--- src/rtl/sobel_edge.sv ---
// sobel_edge
// ----------
// Three-stage pipelined Sobel edge detector operating on a 3x3 pixel window,
// plus per-frame bookkeeping of how many output pixels were classified as edges.
//
// Stream semantics: de_i qualifies the window on a*/b*/c* for exactly the cycle it
// is high; there is no ready/backpressure, every de_i cycle is accepted and the
// result appears on de_o/mag_o/edge_o exactly three cycles later.
//
// Ports
//   clk, rst          : clock (rising edge) and synchronous active-high reset
//   de_i              : window valid this cycle
//   vs_i              : frame-start pulse (de_i low); restarts counters, latches thr_i
//   a0..c2            : 3x3 window, row a oldest / c newest, column 0 leftmost
//   thr_i             : threshold candidate, taken only while vs_i is high
//   de_o              : de_i delayed by three cycles
//   mag_o             : saturated |Gx|+|Gy| (0 when de_o is low)
//   edge_o            : mag_o >= latched threshold (0 when de_o is low)
//   frame_done_o      : one-cycle pulse after a frame's last output pixel
//   edge_cnt_o        : edge-pixel count of the most recently completed frame
module sobel_edge #(
    parameter int         COL    = 640,
    parameter int         ROW    = 480,
    parameter logic [7:0] THRESH = 8'd64
) (
    input  logic        clk,
    input  logic        rst,
    input  logic        de_i,
    input  logic        vs_i,
    input  logic [7:0]  a0,
    input  logic [7:0]  a1,
    input  logic [7:0]  a2,
    input  logic [7:0]  b0,
    input  logic [7:0]  b1,
    input  logic [7:0]  b2,
    input  logic [7:0]  c0,
    input  logic [7:0]  c1,
    input  logic [7:0]  c2,
    input  logic [7:0]  thr_i,
    output logic        de_o,
    output logic [7:0]  mag_o,
    output logic        edge_o,
    output logic        frame_done_o,
    output logic [19:0] edge_cnt_o
);

    localparam int            CW       = (COL > 1) ? $clog2(COL) : 1;
    localparam int            RW       = (ROW > 1) ? $clog2(ROW) : 1;
    localparam logic [CW-1:0] COL_LAST = CW'(COL - 1);
    localparam logic [RW-1:0] ROW_LAST = RW'(ROW - 1);
    localparam logic [19:0]   CNT_MAX  = 20'hFFFFF;

    // x + 2*y + z on 8-bit inputs never exceeds 1020, so 10 bits hold it exactly.
    function automatic logic [9:0] wsum(input logic [7:0] x, input logic [7:0] y,
                                        input logic [7:0] z);
        return {2'b00, x} + {1'b0, y, 1'b0} + {2'b00, z};
    endfunction

    // Unsigned absolute difference without going through a signed intermediate.
    function automatic logic [9:0] absdiff(input logic [9:0] p, input logic [9:0] n);
        return (p >= n) ? (p - n) : (n - p);
    endfunction

    // Stage 1: positive/negative partial sums for both gradient directions
    logic [9:0] px_q, nx_q, py_q, ny_q;
    logic       v1_q;
    // Stage 2: absolute gradients
    logic [9:0] gx_q, gy_q;
    logic       v2_q;
    // Stage 3 combinational: magnitude and saturation
    logic [10:0] sum_s;
    logic [7:0]  sat_s;

    logic [7:0]    thr_q;
    logic [CW-1:0] col_q;
    logic [RW-1:0] row_q;
    logic [19:0]   run_cnt;
    logic [19:0]   run_next;
    logic          frame_end;

    always_comb begin
        sum_s = {1'b0, gx_q} + {1'b0, gy_q};
        sat_s = (sum_s > 11'd255) ? 8'hFF : sum_s[7:0];
    end

    always_ff @(posedge clk) begin
        if (rst) begin
            px_q   <= '0;
            nx_q   <= '0;
            py_q   <= '0;
            ny_q   <= '0;
            v1_q   <= 1'b0;
            gx_q   <= '0;
            gy_q   <= '0;
            v2_q   <= 1'b0;
            de_o   <= 1'b0;
            mag_o  <= '0;
            edge_o <= 1'b0;
        end else begin
            px_q   <= wsum(a2, b2, c2);
            nx_q   <= wsum(a0, b0, c0);
            py_q   <= wsum(c0, c1, c2);
            ny_q   <= wsum(a0, a1, a2);
            v1_q   <= de_i;
            gx_q   <= absdiff(px_q, nx_q);
            gy_q   <= absdiff(py_q, ny_q);
            v2_q   <= v1_q;
            de_o   <= v2_q;
            // Outputs are forced to zero whenever they are not qualified.
            mag_o  <= v2_q ? sat_s : 8'd0;
            edge_o <= v2_q && (sat_s >= thr_q);
        end
    end

    // The frame's last pixel is the one on de_o at the final column/row position.
    // run_next already includes that pixel so the reported count is complete.
    always_comb begin
        frame_end = de_o && (col_q == COL_LAST) && (row_q == ROW_LAST);
        run_next  = run_cnt;
        if (de_o && edge_o && (run_cnt != CNT_MAX)) begin
            run_next = run_cnt + 20'd1;
        end
    end

    always_ff @(posedge clk) begin
        if (rst) begin
            thr_q        <= THRESH;
            col_q        <= '0;
            row_q        <= '0;
            run_cnt      <= '0;
            frame_done_o <= 1'b0;
            edge_cnt_o   <= '0;
        end else begin
            frame_done_o <= frame_end;
            if (frame_end) begin
                edge_cnt_o <= run_next;
            end
            if (vs_i) begin
                thr_q <= thr_i;
            end
            // Frame start wins over counting: a pixel leaving the pipe in the vs_i
            // cycle belongs to no frame and is dropped from the count.
            if (vs_i || frame_end) begin
                col_q   <= '0;
                row_q   <= '0;
                run_cnt <= '0;
            end else if (de_o) begin
                run_cnt <= run_next;
                if (col_q == COL_LAST) begin
                    col_q <= '0;
                    row_q <= row_q + RW'(1);
                end else begin
                    col_q <= col_q + CW'(1);
                end
            end
        end
    end

endmodule

--- config.mk ---
export PLATFORM = sky130hd
export DESIGN_NAME = sobel_edge
export DESIGN_NICKNAME = d
export VERILOG_FILES = /design/src/rtl/sobel_edge.sv
export SDC_FILE = /design/constraint.sdc
export NUM_CORES = 1
export LEC_CHECK = 0
export CAP_MARGIN = 10
export CELL_PAD_IN_SITES_DETAIL_PLACEMENT = 0
export CELL_PAD_IN_SITES_GLOBAL_PLACEMENT = 1
export CORE_MARGIN = 2
export CORE_UTILIZATION = 30
export DETAILED_ROUTE_END_ITERATION = 10
export PLACE_DENSITY = 0.65
export RECOVER_POWER = 50
export SLEW_MARGIN = 10
export SYNTH_ARGS = -nofsm -noshare
export SYNTH_HDL_FRONTEND = slang
export SYNTH_SLANG_ARGS = --single-unit
--- constraint.sdc ---
create_clock -name clk -period 3.8 [get_ports clk]
set_clock_uncertainty 0.05 [all_clocks]
set_input_delay 0.38 -clock clk [delete_from_list [all_inputs] [get_ports clk]]
set_output_delay 0.38 -clock clk [all_outputs]
set_load 0.02 [all_outputs]
==> impl_results.rst, run 1 <==
.. list-table::
   :header-rows: 1

   * - Metric
     - Value
   * - Status
     - finished, violations left
   * - Violations in the final reports
     - max-capacitance violations, max-slew violations
   * - Number of optimization iterations in the first detailed-route pass
     - 5
   * - Number of gates resized after cts
     - 0
   * - Count of cell instances traversed by the critical path
     - 16
   * - Wire length of the first global-routing pass
     - between 30 and 40 mm
   * - Final number of max-transition violations
     - 115
   * - Starting DRT DRC Count
     - 260
   * - CTS sink cnt
     - 140
   * - Die extent in x
     - 174.0 µm
   * - Synth Instances
     - 955
   * - Leakage power total
     - 4.519 nW
   * - Number of buffers added by the clock tree synthesis step
     - 17
   * - Required time worst endpoint
     - 4060 ps
   * - Share of final-layout standard cells stronger than drive strength 1
     - 0.04789
   * - Hold Path Cell Cnt
     - 1
   * - Final routed DRC violation total
     - 0
   * - CP delay by family, top
     - compound AO/OA/AOI/OAI gates
   * - Htree depth
     - 4
   * - Placeable core region
     - 28630 µm²
   * - Number of flops mapped to enable cells by yosys
     - 0
   * - DIE HEIGHT
     - 174.0 µm
   * - Syn. warnings
     - 0
   * - Vias per inst
     - 4.495
   * - DRT antenna net count
     - 0
   * - Number of buffers inserted for hold repair after clock tree synthesis
     - 0
   * - Setup Viol. Count Final
     - 0
   * - Slew margin rel.
     - -0.05716
   * - Crit path buffers/inverters
     - 0
   * - Highest ir drop seen on vdd
     - 0.0003221 V
   * - Critical path cell sequence
     - ha_1 > fa_1 > a21o_1 > a21oi_1 > nand2b_1 > a21oi_1 > mux2i_1 > nor4_1 > ha_1 > nand2b_1 > a21o_1 > a21oi_1 > nor2b_1 > o21ai_0 > a21oi_1 > o31a_1
   * - Worst path most repeated cell
     - sky130_fd_sc_hd__a21oi_1
   * - Master of the slowest instance on the critical path
     - sky130_fd_sc_hd__fa_1
   * - Type of the worst min-delay path
     - reg2reg
   * - Net Count, Synth
     - 1171
   * - Detailed-route via count
     - 6513
   * - Post-CTS Setup Bufs
     - 0
   * - Layout Nets
     - between 1000 and 1500
   * - Total negative slack
     - 0 ps
   * - CTS tree
     - done
   * - Number of maximum-capacitance constraint violations
     - 2
   * - Unrepaired setup endpoints after global routing
     - no
   * - Area growth from synthesis to layout
     - 22.83%
   * - Cell area after technology mapping
     - 8675 µm²
   * - Pin count of the biggest net entering global routing
     - 73
   * - Crit end category
     - flip-flop
   * - Num rows
     - between 60 and 70
   * - Floorplan die area
     - a little over 30000 µm²
   * - Cell area power density
     - 570.4 nW/µm²
   * - Starting utilization of the core area
     - 0.3030
   * - CP peak stage delay
     - roughly 400 ps
   * - Sequential cell area
     - 2803 µm²
   * - Latest clock arrival within the worst-skew pair
     - 430 ps
   * - End-of-flow core utilization
     - 0.3722
   * - Finished layout cell area
     - 10660 µm²
   * - Post-route clock period utilization
     - 0.9148
   * - Number of fillers in the final layout
     - 2940
   * - Actual slew at the worst max-slew pin
     - between 1500 and 2000 ps
   * - Synthesized area divided by synthesized cell count
     - roughly 9 µm²
   * - Ys flop type
     - sky130_fd_sc_hd__dfxtp_1
   * - Max Fclk
     - 287.7 MHz
   * - DP Wirelength
     - between 15 and 20 mm
   * - Via count of the first global-routing pass
     - 6578
   * - Library cells used by synthesis
     - 60
   * - Kind of critical path
     - reg2reg
   * - Ant. Diodes
     - 0
   * - Area after DPL
     - 10090 µm²
   * - Multi-input logic area
     - 5369 µm²
   * - Maximum fanout along the worst path
     - 6
   * - Overall overflow remaining after global route
     - 0
   * - Final Critical Period
     - 3476 ps
   * - Total global-route track usage
     - 0.1359
   * - Buffers added on ports
     - between 100 and 150
   * - Antenna violations before repair
     - 0
   * - Ports placed on the boundary
     - 115
   * - Critical Path Start Type
     - flip-flop
   * - Crit path arrival time
     - 3740 ps
   * - Sequential share of the synthesized area
     - 0.3231
   * - Clock slew at reported path FFs
     - 60 ps
   * - Proportion of synthesized flip-flops having asynchronous set or reset
     - 0
   * - Number of buffers on the longest clock path
     - 2
   * - Number of hold-slack violations in the final timing report
     - 0
   * - Flip-flop and latch count after synthesis
     - 140
   * - Worst reg2reg path depth
     - 16
   * - DRT Wirelength
     - 19.91 mm
   * - Final weighted congestion of routability-driven global placement
     - 0.8085
   * - Wirelength per Cell
     - 13.74 µm
   * - Clock Tree Root
     - sky130_fd_sc_hd__clkbuf_16
[metrics by stage]
| stage | setup WS (ps) | std cells | hold WS (ps) | power [mW] |
|---|---|---|---|---|
| final | 323.7 | 1449 | 407.0 | 6.078 |
| after global routing | 2.652 | 1449 | 419.9 | 6.576 |
| after CTS | 301.2 | 1449 | 321.4 | 6.165 |
| after detailed placement | 320.4 | 1417 | 381.4 | 4.468 |
| after global placement | 346.5 | 1417 | 388.5 | 4.462 |
| after floorplan | 635.3 | 955 | 363.8 | 3.767 |
[worst paths after layout]
kind	startpoint	endpoint	slack [ps]
max	gx_q[0]	edge_o	320
min	v1_q	v2_q	410
max reg2reg	gx_q[0]	edge_o	320
min reg2reg	v1_q	v2_q	410
[cells in the final DEF, fill, tap and decap left out, drive strengths merged, types with 26 or more instances in the layout]
cell,instances
a211oi,26
clkdlybuf4s50,72
nor2,133
a21o,28
dlygate4sd3,33
dfxtp,140
ha,95
nor2b,36
xor2,40
fa,37
nand2,34
inv,85
o21ai,28
a21oi,49
xnor2,31
[Yosys cell counts, types with 3 or more instances]
cell,instances,area share
sky130_fd_sc_hd__and2_1,5,0.0036
sky130_fd_sc_hd__o211ai_1,4,0.0035
sky130_fd_sc_hd__nor2_1,133,0.058
sky130_fd_sc_hd__nor2b_1,35,0.025
sky130_fd_sc_hd__nand2_1,34,0.015
sky130_fd_sc_hd__xor2_1,40,0.040
sky130_fd_sc_hd__or3_1,6,0.0043
sky130_fd_sc_hd__o21ai_1,3,0.0017
sky130_fd_sc_hd__o21a_1,6,0.0052
sky130_fd_sc_hd__o21bai_1,5,0.0043
sky130_fd_sc_hd__clkbuf_1,19,0.0082
sky130_fd_sc_hd__nor3_1,23,0.013
sky130_fd_sc_hd__inv_1,80,0.035
sky130_fd_sc_hd__buf_1,4,0.0017
sky130_fd_sc_hd__ha_1,95,0.14
sky130_fd_sc_hd__nand4_1,17,0.012
sky130_fd_sc_hd__nand3_1,15,0.0087
sky130_fd_sc_hd__buf_2,6,0.0035
sky130_fd_sc_hd__a211oi_1,26,0.023
sky130_fd_sc_hd__a21o_1,28,0.024
sky130_fd_sc_hd__nand2b_1,9,0.0065
sky130_fd_sc_hd__o21ai_0,25,0.014
sky130_fd_sc_hd__mux2_2,6,0.0078
sky130_fd_sc_hd__and3_1,7,0.0050
sky130_fd_sc_hd__fa_1,37,0.085
sky130_fd_sc_hd__xnor2_1,31,0.031
sky130_fd_sc_hd__a21oi_1,49,0.028
sky130_fd_sc_hd__a31oi_1,7,0.0050
sky130_fd_sc_hd__dfxtp_1,140,0.32
sky130_fd_sc_hd__mux2i_1,15,0.017
sky130_fd_sc_hd__buf_6,5,0.0065
[sequential cells by signal, summed over array words and instances (netlist names)]
name and count:
col_q 10, de_o 1, edge_cnt_o 20, edge_o 1, frame_done_o 1, gx_q 10, gy_q 10, mag_o 8
nx_q 10, ny_q 10, px_q 10, py_q 10, row_q 9, run_cnt 20, thr_q 8, v1_q 1
v2_q 1
[final cells by class]
class / instances / share of cell area
Clock buffer: 18 / 0.04122
Tap cell: 384 / 0.04509
Inverter: 80 / 0.02818
Multi-Input combinational cell: 699 / 0.5039
Clock inverter: 14 / 0.01491
Sequential cell: 140 / 0.2630
Timing Repair Buffer: 114 / 0.1037
[kinds of logic after synthesis]
family,share of synthesized area
AND/OR/NAND/NOR,0.1660
AO/OA/AOI/OAI,0.1357
flip-flops,0.3231
adder cells (fa/ha/maj),0.2224
buffers and inverters,0.05596
XOR/XNOR,0.07169
multiplexers,0.02510
[where the power goes]
group          total, mW  switching [mW]  internal (mW)
Combinational       2.66            1.46           1.19
Clock               1.67           0.673          0.997
Sequential          1.75          0.0880           1.66
Total               6.08            2.22           3.85
[per-layer routing]
metal / wire length, µm / up-vias / global-route usage / share of wire
met3: 930 / 22 / 0.03193 / 0.047
met2: 9196 / 139 / 0.2279 / 0.46
li1: - / 3440 / - / -
met5: 0 / - / 0 / 0
met1: 9484 / 2912 / 0.1730 / 0.48
met4: 299 / 0 / 0.04237 / 0.015
No activity file was read; power rests on OpenSTA's default activity.
==> run 2: changes to the inputs <==
CORE_UTILIZATION = 43   (was 30)
CTS_CLUSTER_SIZE = 10   (was unset)
PLACE_DENSITY = 0.86   (was 0.65)
==> impl_results.rst, run 2 (same netlist as run 1, synthesis figures left out) <==
.. list-table::
   :header-rows: 1

   * - Metric
     - Value
   * - Number of buffers on the longest clock path
     - 2 (unchanged)
   * - Number of maximum-capacitance constraint violations
     - 2 (unchanged)
   * - Crit end category
     - flip-flop
   * - Cell area power density
     - 584.8 nW/µm² (+2.5%)
   * - Total global-route track usage
     - 0.1748 (+0.03888)
   * - Final weighted congestion of routability-driven global placement
     - 0.9236 (+14%)
   * - Area growth from synthesis to layout
     - 21.56%
   * - Highest ir drop seen on vdd
     - 0.0003066 V (-4.8%)
   * - Maximum fanout along the worst path
     - 6 (unchanged)
   * - Net switching share of the total power
     - 0.3436 (-0.02222)
   * - Critical Path Start Type
     - flip-flop
   * - Master of the slowest instance on the critical path
     - sky130_fd_sc_hd__fa_1
   * - Num rows
     - 51 (-18%)
   * - DIE HEIGHT
     - 146.0 µm (-16%)
   * - Status
     - finished, violations left
   * - Post-CTS Setup Bufs
     - 0 (unchanged)
   * - Most common library cell in the layout ignoring fill and taps
     - sky130_fd_sc_hd__dfxtp_1
   * - Worst path most repeated cell
     - sky130_fd_sc_hd__a21oi_1
   * - Placeable core region
     - 19650 µm² (-31%)
   * - Clock slew at reported path FFs
     - 60 ps (about the same)
   * - Antenna violations before repair
     - 0 (unchanged)
   * - Number of gates resized after cts
     - 0 (unchanged)
   * - Violations in the final reports
     - max-capacitance violations, max-slew violations
   * - Via count of the first global-routing pass
     - 6526 (-0.79%)
   * - Floorplan die area
     - 21330 µm² (-30%)
   * - Pin count of the biggest net entering global routing
     - 91 (+25%)
   * - Leakage power total
     - 4.528 nW (+0.20%)
   * - Crit path arrival time
     - 3740 ps (about the same)
   * - Clk network pwr share
     - 0.293 (+0.018)
   * - Number of buffers inserted for hold repair after clock tree synthesis
     - 0 (unchanged)
   * - Total negative slack
     - 0 ps (unchanged)
   * - Kind of critical path
     - reg2reg
   * - Latest clock arrival within the worst-skew pair
     - 410 ps (-20 ps)
   * - Layout Nets
     - 1265 (-0.24%)
   * - Fraction of power consumed by sequential logic
     - 0.284 (-0.004)
   * - Wirelength per Cell
     - 13.68 µm (-0.43%)
   * - Buffers added on ports
     - 106 (unchanged)
   * - Comb power frac
     - 0.423 (-0.014)
   * - Total power
     - 6.167 mW (+1.5%)
   * - Actual slew at the worst max-slew pin
     - 1756 ps (+170.4 ps)
   * - Vias per inst
     - 4.940 (+9.9%)
   * - Starting utilization of the core area
     - 0.4414 (+0.1383)
   * - Critical path cell sequence
     - ha_1 > fa_1 > a21o_1 > a21oi_1 > nand2b_1 > a21oi_1 > mux2i_1 > nor4_1 > ha_1 > nand2b_1 > a21o_1 > a21oi_1 > nor2b_1 > o21ai_0 > a21oi_1 > o31a_1
   * - Post-route clock period utilization
     - 0.9183 (+0.003448)
   * - Htree depth
     - 4 (unchanged)
   * - Setup Viol. Count Final
     - 0 (unchanged)
   * - Wire length of the first global-routing pass
     - 30.58 mm (-7.3%)
   * - CTS tree
     - done
   * - Largest registers
     - edge_cnt_o (20), run_cnt (20)
   * - Crit path buffers/inverters
     - 0 (unchanged)
   * - Number of optimization iterations in the first detailed-route pass
     - 5 (unchanged)
   * - Number of hold-slack violations in the final timing report
     - 0 (unchanged)
   * - Final routed DRC violation total
     - 0 (unchanged)
   * - Starting DRT DRC Count
     - 253 (-2.7%)
   * - Overall overflow remaining after global route
     - 0 (unchanged)
   * - Type of the worst min-delay path
     - reg2reg
   * - DRT antenna net count
     - 0 (unchanged)
   * - CP delay by family, top
     - compound AO/OA/AOI/OAI gates
   * - Number of buffers added by the clock tree synthesis step
     - 17 (unchanged)
   * - Share of final-layout standard cells stronger than drive strength 1
     - 0.04426 (-0.003631)
   * - Net switching power
     - 2.119 mW (-4.7%)
   * - Die extent in x
     - 146.0 µm (-16%)
   * - Commonest cells after routing, fill and taps aside
     - sky130_fd_sc_hd__dfxtp_1, sky130_fd_sc_hd__nor2_1, sky130_fd_sc_hd__ha_1
   * - Clock Tree Root
     - sky130_fd_sc_hd__clkbuf_16
   * - Unrepaired setup endpoints after global routing
     - no
   * - CTS sink cnt
     - 140 (unchanged)
   * - Detailed-route via count
     - 6560 (+0.72%)
   * - DRT Wirelength
     - 18.17 mm (-8.7%)
   * - Final number of max-transition violations
     - 133 (+16%)
   * - DP Wirelength
     - 14.53 mm (-10%)
   * - Ports placed on the boundary
     - 115 (unchanged)
   * - Max Fclk
     - 286.6 MHz (-0.38%)
   * - Slew margin rel.
     - -0.1708 (-0.1136)
   * - Number of fillers in the final layout
     - 1829 (-38%)
   * - Required time worst endpoint
     - 4050 ps (about the same)
   * - Final Critical Period
     - 3489 ps (+13.10 ps)
   * - CP peak stage delay
     - 400 ps (about the same)
   * - Internal power
     - 4.048 mW (+5.0%)
## run 2: area by class of cell
| class | instances | area [µm²] | share of cell area |
|---|---|---|---|
| Tap cell | 265 | 331.6 | 0.03144 |
| Timing Repair Buffer | 111 | 1087 | 0.1031 |
| Inverter | 80 | 300.3 | 0.02848 |
| Multi-Input combinational cell | 699 | 5369 | 0.5091 |
| Antenna cell | 1 | 2.502 | 0.0002373 |
| Clock inverter | 10 | 187.7 | 0.01780 |
| Clock buffer | 22 | 464.2 | 0.04402 |
| Sequential cell | 140 | 2803 | 0.2658 |
## run 2: metal layers
layer / GRT usage / share of wire / vias to the layer above
li1: - / - / 3431
met1: 0.2185 / 0.47 / 2939
met2: 0.2988 / 0.47 / 163
met3: 0.03563 / 0.041 / 27
met4: 0.06456 / 0.022 / 0
met5: 0 / 0 / -
## run 2: stage by stage
step / hold slack (ps) / cells / utilization / cell area (µm²) / setup WS [ps]
final: 397.5 / 1328 / 0.5365 / 10550 / 310.6
after detailed placement: 383.2 / 1295 / 0.5045 / 9915 / 340.5
after global placement: 392.0 / 1295 / 0.5045 / 9915 / 380.5
after global routing: 423.5 / 1327 / 0.5364 / 10540 / 39.53
after floorplan: 363.8 / 955 / - / 8675 / 635.3
after CTS: 405.1 / 1327 / 0.5376 / 10570 / 322.2
## run 2: worst reg2reg max path: cells and delay by family, from the launching register on
kind,cells,cell delay (ps)
AO/OA/AOI/OAI,8,1300
adder cells (fa/ha/maj),3,910
flip-flops,1,300
multiplexers,1,370
AND/OR/NAND/NOR,4,450
## run 2: path summary, 6_finish.rpt
path                 end  cells past startpoint  slack [ps]    start
hold / removal      v2_q                      1         400     v1_q
setup / recovery  edge_o                     16         310  gx_q[0]
setup reg to reg  edge_o                     16         310  gx_q[0]
hold reg to reg     v2_q                      1         400     v1_q
## run 2: power groups by stage
stage	Sequential [mW]	Clock, mW	Combinational (mW)
after floorplan	1.78	0	1.99
after global routing	1.78	1.92	2.95
after global placement	1.78	0	2.57
after detailed placement	1.79	0	2.59
final	1.75	1.81	2.61
after CTS	1.76	1.84	2.62
==> run 3: changes to the inputs <==
MAX_ROUTING_LAYER = met4   (was unset)
==> impl_results.rst, run 3 (same netlist as run 1, synthesis figures left out) <==
.. list-table::
   :header-rows: 1

   * - Metric
     - Value
   * - Final Critical Period
     - 3494 ps (+4.664 ps)
   * - Grt met3 use
     - 0.03313 (-0.002500)
   * - Number of buffers on the longest clock path
     - 2 (unchanged)
   * - Global routing met1 resource utilization
     - 0.2200 (+0.001562)
   * - Clk network pwr share
     - 0.293 (about the same)
   * - Crit path arrival time
     - 3750 ps (about the same)
   * - Post-route clock period utilization
     - 0.9195 (+0.001227)
   * - Clock slew at reported path FFs
     - 60 ps (about the same)
   * - Overall overflow remaining after global route
     - 0 (unchanged)
   * - Total power
     - 6.174 mW (+0.13%)
   * - Post-CTS Setup Bufs
     - 0 (unchanged)
   * - Layout Nets
     - 1265 (unchanged)
   * - Highest ir drop seen on vdd
     - 0.0003071 V (+0.16%)
   * - Status
     - finished, violations left
   * - Final weighted congestion of routability-driven global placement
     - 0.9399 (+1.8%)
   * - Unrepaired setup endpoints after global routing
     - no
   * - CTS sink cnt
     - 140 (unchanged)
   * - Ports placed on the boundary
     - 115 (unchanged)
   * - Required time worst endpoint
     - 4050 ps (about the same)
   * - Number of hold-slack violations in the final timing report
     - 0 (unchanged)
   * - Cell area power density
     - 585.5 nW/µm² (+0.13%)
   * - Detailed-route via count
     - 6600 (+0.61%)
   * - Actual slew at the worst max-slew pin
     - 1779 ps (+23.37 ps)
   * - Setup Viol. Count Final
     - 0 (unchanged)
   * - Net switching power
     - 2.127 mW (+0.36%)
   * - Clock Tree Root
     - sky130_fd_sc_hd__clkbuf_16
   * - Violations in the final reports
     - max-capacitance violations, max-slew violations
   * - Number of buffers added by the clock tree synthesis step
     - 17 (unchanged)
   * - Number of optimization iterations in the first detailed-route pass
     - 5 (unchanged)
   * - Crit end category
     - flip-flop
   * - DRT antenna net count
     - 0 (unchanged)
   * - Commonest cells after routing, fill and taps aside
     - sky130_fd_sc_hd__dfxtp_1, sky130_fd_sc_hd__nor2_1, sky130_fd_sc_hd__ha_1
   * - Wire length of the first global-routing pass
     - 30.57 mm (about the same)
   * - Total global-route track usage
     - 0.1800 (+0.005192)
   * - Comb power frac
     - 0.423 (about the same)
   * - Share of final-layout standard cells stronger than drive strength 1
     - 0.04426 (unchanged)
   * - Maximum fanout along the worst path
     - 6 (unchanged)
   * - Largest registers
     - edge_cnt_o (20), run_cnt (20)
   * - DIE HEIGHT
     - 146.0 µm (unchanged)
   * - Total negative slack
     - 0 ps (unchanged)
   * - Starting utilization of the core area
     - 0.4414 (unchanged)
   * - Final Hold Slack
     - 397.7 ps (+0.2360 ps)
   * - Wirelength per Cell
     - 13.70 µm (+0.13%)
   * - Latest clock arrival within the worst-skew pair
     - 420 ps (about the same)
   * - Post-layout instance count excluding filler cells
     - 1328 (unchanged)
   * - DP Wirelength
     - 14.53 mm (unchanged)
   * - Floorplan die area
     - 21330 µm² (unchanged)
   * - Die extent in x
     - 146.0 µm (unchanged)
   * - Area growth from synthesis to layout
     - 21.56% (unchanged)
   * - Final number of max-transition violations
     - 133 (unchanged)
   * - Antenna violations before repair
     - 0 (unchanged)
   * - Num rows
     - 51 (unchanged)
   * - Kind of critical path
     - reg2reg
   * - Net switching share of the total power
     - 0.3444 (+0.0007897)
   * - Buffers added on ports
     - 106 (unchanged)
   * - Number of gates resized after cts
     - 0 (unchanged)
   * - DRT Wirelength
     - 18.19 mm (+0.13%)
   * - Number of maximum-capacitance constraint violations
     - 2 (unchanged)
   * - Leakage power total
     - 4.528 nW (unchanged)
   * - Pin count of the biggest net entering global routing
     - 91 (unchanged)
   * - Routing layer with the top usage in global route
     - met2
   * - Type of the worst min-delay path
     - reg2reg
   * - Final routed DRC violation total
     - 0 (unchanged)
   * - Most common library cell in the layout ignoring fill and taps
     - sky130_fd_sc_hd__dfxtp_1
   * - Fraction of power consumed by sequential logic
     - 0.284 (about the same)
   * - Starting DRT DRC Count
     - 233 (-7.9%)
   * - Htree depth
     - 4 (unchanged)
   * - Critical Path Start Type
     - flip-flop
   * - Slew margin rel.
     - -0.1863 (-0.01558)
   * - Cells after DPL
     - 1295 (unchanged)
   * - Max Fclk
     - 286.2 MHz (-0.13%)
   * - Setup slack of the critical path after layout
     - 306.0 ps (-4.664 ps)
   * - CTS tree
     - done
   * - Global Route met2 Usage
     - 0.2986 (about the same)
   * - Via count of the first global-routing pass
     - 6530 (+0.061%)
   * - DP Worst Slack
     - 340.5 ps (unchanged)
   * - Placeable core region
     - 19650 µm² (unchanged)
   * - Internal power
     - 4.048 mW (about the same)
   * - Vias per inst
     - 4.970 (+0.61%)
   * - Number of buffers inserted for hold repair after clock tree synthesis
     - 0 (unchanged)
[run 3: cell counts in the layout (fill, tap and decap cells not counted)]
Identical to the previous run, type by type.
[run 3: worst paths after layout]
path,endpoint,start,depth (start not counted),slack (ps)
worst max-delay path,edge_o,gx_q[0],16,310
worst min register to register,v2_q,v1_q,1,400
worst max register to register,edge_o,gx_q[0],16,310
worst min-delay path,v2_q,v1_q,1,400
[run 3: metrics by stage]
| step | instance area [µm²] | utilization |
|---|---|---|
| after global routing | 10540 | 0.5364 |
| final | 10550 | 0.5365 |
| after floorplan | 8675 | - |
| after CTS | 10570 | 0.5376 |
| after global placement | 9915 | 0.5045 |
| after detailed placement | 9915 | 0.5045 |
[run 3: final cells by class]
cell class	instances	area (µm²)
Clock buffer	22	464.2
Sequential cell	140	2803
Multi-Input combinational cell	699	5369
Timing Repair Buffer	111	1087
Fill cell	1829	9109
Inverter	80	300.3
Antenna cell	1	2.502
Tap cell	265	331.6
Clock inverter	10	187.7
[run 3: metal layers]
| metal | part of all wire | up-vias |
|---|---|---|
| met3 | 0.038 | 29 |
| met4 | 0.023 | 0 |
| met2 | 0.46 | 171 |
| met5 | 0 | - |
| li1 | - | 3433 |
| met1 | 0.47 | 2967 |
[run 3: worst max-delay path, stage by stage (launching register included)]
cell and delay [ps]:
sky130_fd_sc_hd__dfxtp_1 300, sky130_fd_sc_hd__ha_1 220, sky130_fd_sc_hd__fa_1 400, sky130_fd_sc_hd__a21o_1 170
sky130_fd_sc_hd__a21oi_1 230, sky130_fd_sc_hd__nand2b_1 160, sky130_fd_sc_hd__a21oi_1 120, sky130_fd_sc_hd__mux2i_1 370
sky130_fd_sc_hd__nor4_1 100, sky130_fd_sc_hd__ha_1 290, sky130_fd_sc_hd__nand2b_1 140, sky130_fd_sc_hd__a21o_1 170
sky130_fd_sc_hd__a21oi_1 140, sky130_fd_sc_hd__nor2b_1 50, sky130_fd_sc_hd__o21ai_0 140, sky130_fd_sc_hd__a21oi_1 90
sky130_fd_sc_hd__o31a_1 240
[run 3: power by group through the flow]
| stage | Sequential (mW) | Combinational, mW | Clock [mW] |
|---|---|---|---|
| finish | 1.75 | 2.61 | 1.81 |
| floorplan | 1.78 | 1.99 | 0 |
| detailed placement | 1.79 | 2.59 | 0 |
| global placement | 1.78 | 2.57 | 0 |
| global route | 1.78 | 2.95 | 1.92 |
| CTS | 1.76 | 2.62 | 1.84 |
